--- src/rtl/led_arbiter.sv ---
// led_arbiter: fixed-priority owner selection for a single RGB LED.
// A new owner's colour stays on the LED for a minimum hold time.
// If it releases early, the last colour is kept frozen until the hold expires.
// Optional feature macro: LED_ARB_PREEMPT_EN. When it is defined, a
// higher-priority request may take the LED from its owner once the hold
// has expired.
module led_arbiter #(
  parameter int TANG_NANO_HZ = 24_000_000,
  parameter int TICK_HZ      = 100,
  parameter int HOLD_TICKS   = 50
) (
  input  logic       sys_clk,
  input  logic       rst,
  input  logic [2:0] req,
  input  logic [2:0] color0,
  input  logic [2:0] color1,
  input  logic [2:0] color2,
  output logic [2:0] gnt,
  output logic [2:0] led,
  output logic       busy
);

  localparam int TICK_DIV = TANG_NANO_HZ / TICK_HZ;
  localparam int PW       = $clog2(TICK_DIV);
  localparam int HW       = $clog2(HOLD_TICKS + 1);
  localparam logic [PW-1:0] PRE_MAX  = PW'(TICK_DIV - 1);
  localparam logic [HW-1:0] HOLD_MAX = HW'(HOLD_TICKS);

  typedef enum logic [1:0] {IDLE, OWNED, LINGER} state_t;

  state_t          state_reg, state_next;
  logic [PW-1:0]   pre_reg;
  logic            tick;
  logic [HW-1:0]   hold_reg, hold_next;
  logic            hold_done;
  logic [2:0]      gnt_reg, gnt_next;
  logic [2:0]      led_reg, led_next;
  logic            busy_reg;
  logic            new_grant;
  logic [2:0]      win;
  logic [2:0]      win_color, own_color;
  logic [2:0]      color_arr [3];
  logic [2:0]      win_term  [3];
  logic [2:0]      own_term  [3];

  assign color_arr[0] = color0;
  assign color_arr[1] = color1;
  assign color_arr[2] = color2;

  // Lowest set request bit, as a one-hot vector (lowest index wins)
  assign win = req & (~req + 3'd1);

  // Gate each colour by the winner and the current owner. Both select
  // vectors are one-hot or zero, so OR-ing the terms forms a mux.
  genvar gi;
  generate
    for (gi = 0; gi < 3; gi++) begin : g_color_sel
      assign win_term[gi] = color_arr[gi] & {3{win[gi]}};
      assign own_term[gi] = color_arr[gi] & {3{gnt_reg[gi]}};
    end
  endgenerate

  assign win_color = win_term[0] | win_term[1] | win_term[2];
  assign own_color = own_term[0] | own_term[1] | own_term[2];

  assign tick      = (pre_reg == PRE_MAX);
  assign hold_done = (hold_reg >= HOLD_MAX);

  // Free-running tick prescaler
  always_ff @(posedge sys_clk or posedge rst) begin
    if (rst)       pre_reg <= '0;
    else if (tick) pre_reg <= '0;
    else           pre_reg <= pre_reg + 1'b1;
  end

  // Hold counter: restarts on each grant, counts ticks, saturates
  always_comb begin
    hold_next = hold_reg;
    if (new_grant)               hold_next = '0;
    else if (tick && !hold_done) hold_next = hold_reg + 1'b1;
  end

  // Next state, next grant and next LED value
  always_comb begin
    state_next = state_reg;
    gnt_next   = gnt_reg;
    led_next   = led_reg;
    new_grant  = 1'b0;
    unique case (state_reg)
      IDLE: begin
        gnt_next = 3'b000;
        led_next = 3'b000;
        if (req != 3'b000) begin
          gnt_next   = win;
          led_next   = win_color;
          new_grant  = 1'b1;
          state_next = OWNED;
        end
      end
      OWNED: begin
        if ((req & gnt_reg) != 3'b000) begin
          led_next = own_color;
`ifdef LED_ARB_PREEMPT_EN
          // Owner still requests: a lower-index request outranks it once the hold is over
          if (hold_done && (win != gnt_reg)) begin
            gnt_next  = win;
            led_next  = win_color;
            new_grant = 1'b1;
          end
`endif
        end else if (hold_done) begin
          if (req != 3'b000) begin
            gnt_next  = win;
            led_next  = win_color;
            new_grant = 1'b1;
          end else begin
            gnt_next   = 3'b000;
            led_next   = 3'b000;
            state_next = IDLE;
          end
        end else begin
          // Early release: drop the grant and keep the last colour
          gnt_next   = 3'b000;
          state_next = LINGER;
        end
      end
      LINGER: begin
        gnt_next = 3'b000;
        if (hold_done) begin
          if (req != 3'b000) begin
            gnt_next   = win;
            led_next   = win_color;
            new_grant  = 1'b1;
            state_next = OWNED;
          end else begin
            led_next   = 3'b000;
            state_next = IDLE;
          end
        end
      end
      default: begin
        gnt_next   = 3'b000;
        led_next   = 3'b000;
        state_next = IDLE;
      end
    endcase
  end

  // State, hold and registered outputs
  always_ff @(posedge sys_clk or posedge rst) begin
    if (rst) begin
      state_reg <= IDLE;
      hold_reg  <= '0;
      gnt_reg   <= 3'b000;
      led_reg   <= 3'b000;
      busy_reg  <= 1'b0;
    end else begin
      state_reg <= state_next;
      hold_reg  <= hold_next;
      gnt_reg   <= gnt_next;
      led_reg   <= led_next;
      busy_reg  <= (state_next != IDLE);
    end
  end

  assign gnt  = gnt_reg;
  assign led  = led_reg;
  assign busy = busy_reg;

endmodule

--- config.mk ---
export PLATFORM = sky130hd
export DESIGN_NAME = led_arbiter
export DESIGN_NICKNAME = d
export VERILOG_FILES = /design/src/rtl/led_arbiter.sv
export SDC_FILE = /design/constraint.sdc
export NUM_CORES = 1
export LEC_CHECK = 0
export ABC_AREA = 1
export BUFFER_PORTS_ARGS = -buffer_cell sky130_fd_sc_hd__buf_2
export CAP_MARGIN = 0
export CORE_UTILIZATION = 30
export CTS_CLUSTER_DIAMETER = 40
export DETAILED_ROUTE_END_ITERATION = 8
export HOLD_SLACK_MARGIN = 0.1
export SYNTH_ARGS = -nofsm -noshare
export SYNTH_HDL_FRONTEND = slang
export SYNTH_SLANG_ARGS = --single-unit
--- constraint.sdc ---
create_clock -name sys_clk -period 1.75 [get_ports sys_clk]
set_clock_uncertainty 0.05 [all_clocks]
set_input_delay 0 -clock sys_clk [delete_from_list [all_inputs] [get_ports sys_clk]]
set_output_delay 0 -clock sys_clk [all_outputs]
set_load 0.005 [all_outputs]
==> flow_summary.yaml, run 1 <==
grt:
  grt_antenna_before_repair: 0
  grt_max_degree: 34
  grt_pass1_wl_um: 8360
  overflow: 0
  grt_pass1_vias: 1941
  grtUsageTotal_pct: 14.2
pwr:
  cell_internal_pwr_mw: 1.50
  switching_share_pct: 33.6
  cellPowerDensity_nw_per_um2: 880
  p_switching_mw: 0.758
  p_clk_share_pct: 32.6
  p_seq_share_pct: 40.6
  power.leakage_nw: 1.34
  combPwrFrac_pct: 26.8
  p_total_mw: 2.25
  ir_drop_mv: 0.550
layout:
  multi_input_area_um2: 1120
  seq_area_um2: 826
  utilization_pct: 37.5
  antennaDiodeCount: 0
  num-fill-cells: 758
  drive_gt1_share_pct: 14.7
  largest_reg_flops: 18
  fin_nets: 361
  syn2layout_area_growth_pct: 20.6
floorplanning:
  dieArea_um2: 7420
  row_count: 30
  die_h_um: 86.1
  die_x_um: 86.1
  start_util_pct: 31.1
  core_area_um2: 6830
  ios: 21
synthesis:
  ys_warn_count: 0
  synth.distinct_cells: 23
  synth_area_um2: 2120
  syn_avg_cell_area_um2: 6.98
  yosys_register_bits: 33
  syn-num-nets: 325
  synth_cells: 304
  ys_seq_area_share_pct: 38.9
cts:
  cts_setup_buffers: 0
  cts-htree-levels: 2
  cts_tree: "done"
  cts_max_path_buffers: 2
  clock_latency_ns: 0.29
  clock_sinks: 33
  path_clk_slew_ns: 0.07
  cts_buffers: 5
  root_buffer: "clkbuf_8"
sta:
  setup_viol: 0
  layout_min_cycle_time_ns: 1.62
  worst_pin_slew_ns: 0.426
  setup_slack_ns: 0.133
  fin_crit_sh_pct: 92.4
  timing.fmax_ghz: 0.618
  drv_slew: 0
  hold_violations: 0
  relSlewSlack_pct: 71.6
  fin_setup_tns_ns: 0
  fin_hold_ws_ns: 0.125
  rsz0062_at_grt: "false"
worst_setup_path:
  worstPathCellList: "ha_4 -> nand3_4 -> nor2_4 -> nand2_2 -> nor2_2 -> buf_4 -> nand2_1 -> nand2_1 -> nand2_1 -> nand2_1 -> inv_1"
  crit_type: "flip-flop to flip-flop"
  startpoint_type: "flip-flop"
  endpoint_kind: "flip-flop"
  cp.required_ns: 1.88
  cp_data_arrival_time_ns: 1.75
  max_stage_delay_ns: 0.45
  cp_slowest_cell: "dfrtp_1"
  crit_fanout: 11
  cpMostUsedCell: "nand2_1"
detailed_routing:
  drt_first_iter_violations: 92
  drc_errors: 0
  drtPass1Iterations: 4
  wl_um: 4660
  avgRoutedWirePerCell_um: 10.7
  viasPerCell: 4.42
  vias: 1933
  detail-route-antenna-nets: 0
place:
  dpl.hpwl_um: 3590
  numPortBuffers: 20
  post-place-ws_ns: -0.0327
  gp_congestion: 0.899
job:
  maxCapViolations: 0
worst_hold_path:
  hp-class: "input pin to flip-flop"
status:
  status: "finished clean"
==> cells by family after synthesis <==
| group | synth area share [%] |
|---|---|
| AND/OR/NAND/NOR | 38.2 |
| buffers and inverters | 9.84 |
| flip-flops | 38.9 |
| AO/OA/AOI/OAI | 6.48 |
| adder cells (fa/ha/maj) | 4.12 |
| XOR/XNOR | 2.47 |
==> what timing repair did <==
action	CTS	global route
gates resized for setup	1	9
hold endpoints to repair	36	0
hold buffers	6	0
setup endpoints to repair	3	18
==> per-stage QoR <==
stage | cells | cell area, um2
after floorplan | 304 | 2120
after global placement | 423 | 2360
after detailed placement | 423 | 2360
after CTS | 437 | 2530
after global routing | 437 | 2560
final | 437 | 2560
==> routing by layer <==
metal | vias up | track usage, % | share of wire, %
li1 | 1029 | - | -
met1 | 855 | 18.2 | 50
met2 | 40 | 23.4 | 45
met3 | 9 | 3.08 | 3.7
met4 | 0 | 5.15 | 1.3
met5 | - | 0 | 0
==> cell usage after synthesis, drive strengths merged <==
cell type / n / area [um2]
nor3: 5 / 36.3
o21a: 1 / 7.51
xor2: 6 / 52.6
nor2: 44 / 185
buf: 1 / 11.3
dfrtp: 33 / 826
o21ai: 16 / 80.1
nand4: 8 / 50.1
nand2: 84 / 323
nand3: 37 / 203
a21oi: 10 / 50.1
and3: 1 / 6.26
ha: 7 / 87.6
inv: 49 / 184
clkbuf: 1 / 13.8
nand3b: 1 / 7.51
==> worst max-delay path, delay by kind of cell, from the launching register on <==
kind / cells / cell delay (ns)
adders and majority gates: 1 / 0.20
buffers and inverters: 2 / 0.23
DFF: 1 / 0.45
and+or+nand+nor: 8 / 0.60
==> final cells by class <==
class                      count  area share, %
multi-input combinational    220           43.7
sequential                    33           32.2
timing repair buffer          31           7.72
inverter                      49           7.18
tap                           96           4.69
clock buffer                   5           2.69
clock inverter                 3           1.81
==> path summary, 6_finish.rpt <==
check,startpoint,end,slack (ns),cells after the start
max in group asynchronous,rst,pre_reg[13]$_DFF_PP0_,1.05,4
worst min-delay path,color0[0],led[0]$_DFF_PP0_,0.12,7
min in group asynchronous,rst,pre_reg[4]$_DFF_PP0_,0.29,4
worst max-delay path,pre_reg[0]$_DFF_PP0_,hold_reg[1]$_DFFE_PP0P_,0.13,11
worst min register to register,pre_reg[15]$_DFF_PP0_,pre_reg[15]$_DFF_PP0_,0.42,1
worst max register to register,pre_reg[0]$_DFF_PP0_,hold_reg[1]$_DFFE_PP0P_,0.13,11
==> power by group through the flow <==
stage	Sequential, mW	Clock (mW)	Combinational (mW)
after detailed placement	0.929	0	0.602
after CTS	0.917	0.761	0.611
after global placement	0.928	0	0.602
final	0.915	0.735	0.603
after floorplan	0.917	0	0.414
after global routing	0.928	0.794	0.723
==> layout by cell type (no fill, tap or decap), types with 6 or more instances in the layout <==
cell type,count
a21oi_1,10
buf_2,20
dfrtp_1,33
dlygate4sd3_1,6
ha_1,6
inv_1,47
nand2_1,80
nand3_1,34
nand4_1,8
nor2_1,38
o21ai_0,14
xor2_1,6
No activity file was read; power rests on OpenSTA's default activity.
==> inputs of run 2 (changes only) <==
CORE_UTILIZATION = 35   (was 30)
==> run 2 against run 1 <==
  * Utilization is 5.3 points higher
  * Highest routed layer unchanged
  * Clock power shrank 20%
  * Flip-flop and latch count unchanged
  * Die area is 14% lower
  * Critical path depth fell by 4
  * Critical endpoint is now hold_reg[0]$_DFFE_PP0P_
  * Cell count decreased by 4.1%
  * Sequential power about the same
  * Non-clock buffer count up 3
==> flow_summary.yaml, run 2 (synthesis results as in run 1) <==
place:
  post-place-ws_ns: -0.0398
  numPortBuffers: 20
  placed_area_um2: 2340
  dpl.hpwl_um: 3680
  gp_congestion: 0.862
cts:
  root_buffer: "clkbuf_8"
  path_clk_slew_ns: 0.07
  clock_latency_ns: 0.30
  cts_max_path_buffers: 2
  cts-htree-levels: 2
  cts_buffers: 5
  clock_sinks: 33
  cts_tree: "done"
detailed_routing:
  avgRoutedWirePerCell_um: 11.8
  detail-route-antenna-nets: 0
  drtPass1Iterations: 5
  vias: 1992
  drt_first_iter_violations: 152
  wl_um: 4950
  viasPerCell: 4.75
  drc_errors: 0
worst_setup_path:
  endpoint_kind: "flip-flop"
  crit_type: "flip-flop to flip-flop"
  crit_fanout: 3
  ff2ff_path_depth: 7
  cp.required_ns: 1.89
  cp_data_arrival_time_ns: 1.78
  startpoint_type: "flip-flop"
sta:
  setup_slack_ns: 0.111
  rsz0062_at_grt: "false"
  worst_pin_slew_ns: 0.432
  fin_setup_tns_ns: 0
  hold_violations: 0
  layout_min_cycle_time_ns: 1.64
  setup_viol: 0
  relSlewSlack_pct: 71.2
  timing.fmax_ghz: 0.610
  drv_slew: 0
  fin_crit_sh_pct: 93.6
pwr:
  cellPowerDensity_nw_per_um2: 843
  ir_drop_mv: 0.539
  power.leakage_nw: 1.35
  p_total_mw: 2.12
layout:
  seq_area_um2: 826
  largest_reg_flops: 18
  final_common_cell: "nand2_1"
  antennaDiodeCount: 0
  utilization_pct: 42.8
  final_area_um2: 2520
  multi_input_area_um2: 1110
  fin_nets: 364
  final_cell_mix: "nand2_1, inv_1, nor2_1"
  syn2layout_area_growth_pct: 18.7
  num-fill-cells: 613
  drive_gt1_share_pct: 16.0
job:
  maxCapViolations: 0
floorplanning:
  core_area_um2: 5890
  row_count: 28
  die_x_um: 79.9
  ios: 21
  dieArea_um2: 6380
  die_h_um: 79.9
  start_util_pct: 36.1
grt:
  grtUsageTotal_pct: 17.2
  grt_max_degree: 34
  grt_antenna_before_repair: 0
  overflow: 0
  grt_pass1_vias: 1831
  grt_pass1_wl_um: 8410
worst_hold_path:
  hp-class: "input pin to flip-flop"
  holdPathStages: 7
status:
  status: "finished clean"
-- run 2: cell count changes in the layout (fill, tap and decap cells not counted) --
cell | previous run | this run
nor2_4 | 3 | 2
ha_1 | 6 | 5
nor3_2 | 0 | 1
ha_4 | 1 | 0
clkinv_4 | 1 | 0
o21ai_0 | 14 | 15
nor3_1 | 4 | 3
nor2_2 | 3 | 4
o21ai_1 | 2 | 1
ha_2 | 0 | 2
buf_4 | 5 | 8
bufinv_16 | 1 | 0
clkinv_2 | 0 | 2
-- run 2: cell type report --
class | count | share of cell area [%]
clock inverters | 3 | 0.695
flip-flops and latches | 33 | 32.8
well taps | 75 | 3.72
clock buffers | 5 | 2.73
repair buffers | 34 | 8.73
inverters | 49 | 7.30
multi-input cells | 220 | 44.1
-- run 2: timing repair --
item	CTS	global route
resized for setup	2	7
hold endpoints to repair	36	0
hold buffers	6	0
setup endpoints to repair	3	11
pin swaps	0	1
buffers inserted	0	2
-- run 2: power breakdown --
part / leakage [nW] / internal, mW / switching (mW)
combinational: 0.865 / 0.232 / 0.392
clock: 0.0439 / 0.275 / 0.314
sequential: 0.437 / 0.840 / 0.0730
total: 1.35 / 1.35 / 0.778
-- run 2: layer usage --
layer	track usage [%]	wire, um	vias up
met3	4.11	184	7
met2	26.6	2220	42
met4	5.36	60	0
met1	23.7	2490	905
li1	-	-	1038
met5	0	0	-
-- run 2: final timing paths --
kind,from,to,slack (ns)
max in group asynchronous,rst,pre_reg[2]$_DFF_PP0_,1.06
hold / removal,color0[1],led[1]$_DFF_PP0_,0.13
setup / recovery,pre_reg[0]$_DFF_PP0_,hold_reg[0]$_DFFE_PP0P_,0.11
hold reg to reg,pre_reg[15]$_DFF_PP0_,pre_reg[15]$_DFF_PP0_,0.42
min in group asynchronous,rst,gnt[2]$_DFFE_PP0P_,0.28
setup reg to reg,pre_reg[0]$_DFF_PP0_,hold_reg[0]$_DFFE_PP0P_,0.11
-- run 2: critical path, stage by stage (launching register included) --
cell,delay [ns]
dfrtp_1,0.39
ha_2,0.25
nand3_4,0.12
nor3_4,0.25
buf_4,0.16
nand3_1,0.14
nand3_1,0.12
nand2_1,0.05
-- run 2: per-stage QoR --
step	std cells	hold WS [ns]
floorplan	304	0.0789
global placement	403	0.0742
detailed placement	403	0.0750
CTS	417	0.142
global route	419	0.195
finish	419	0.128
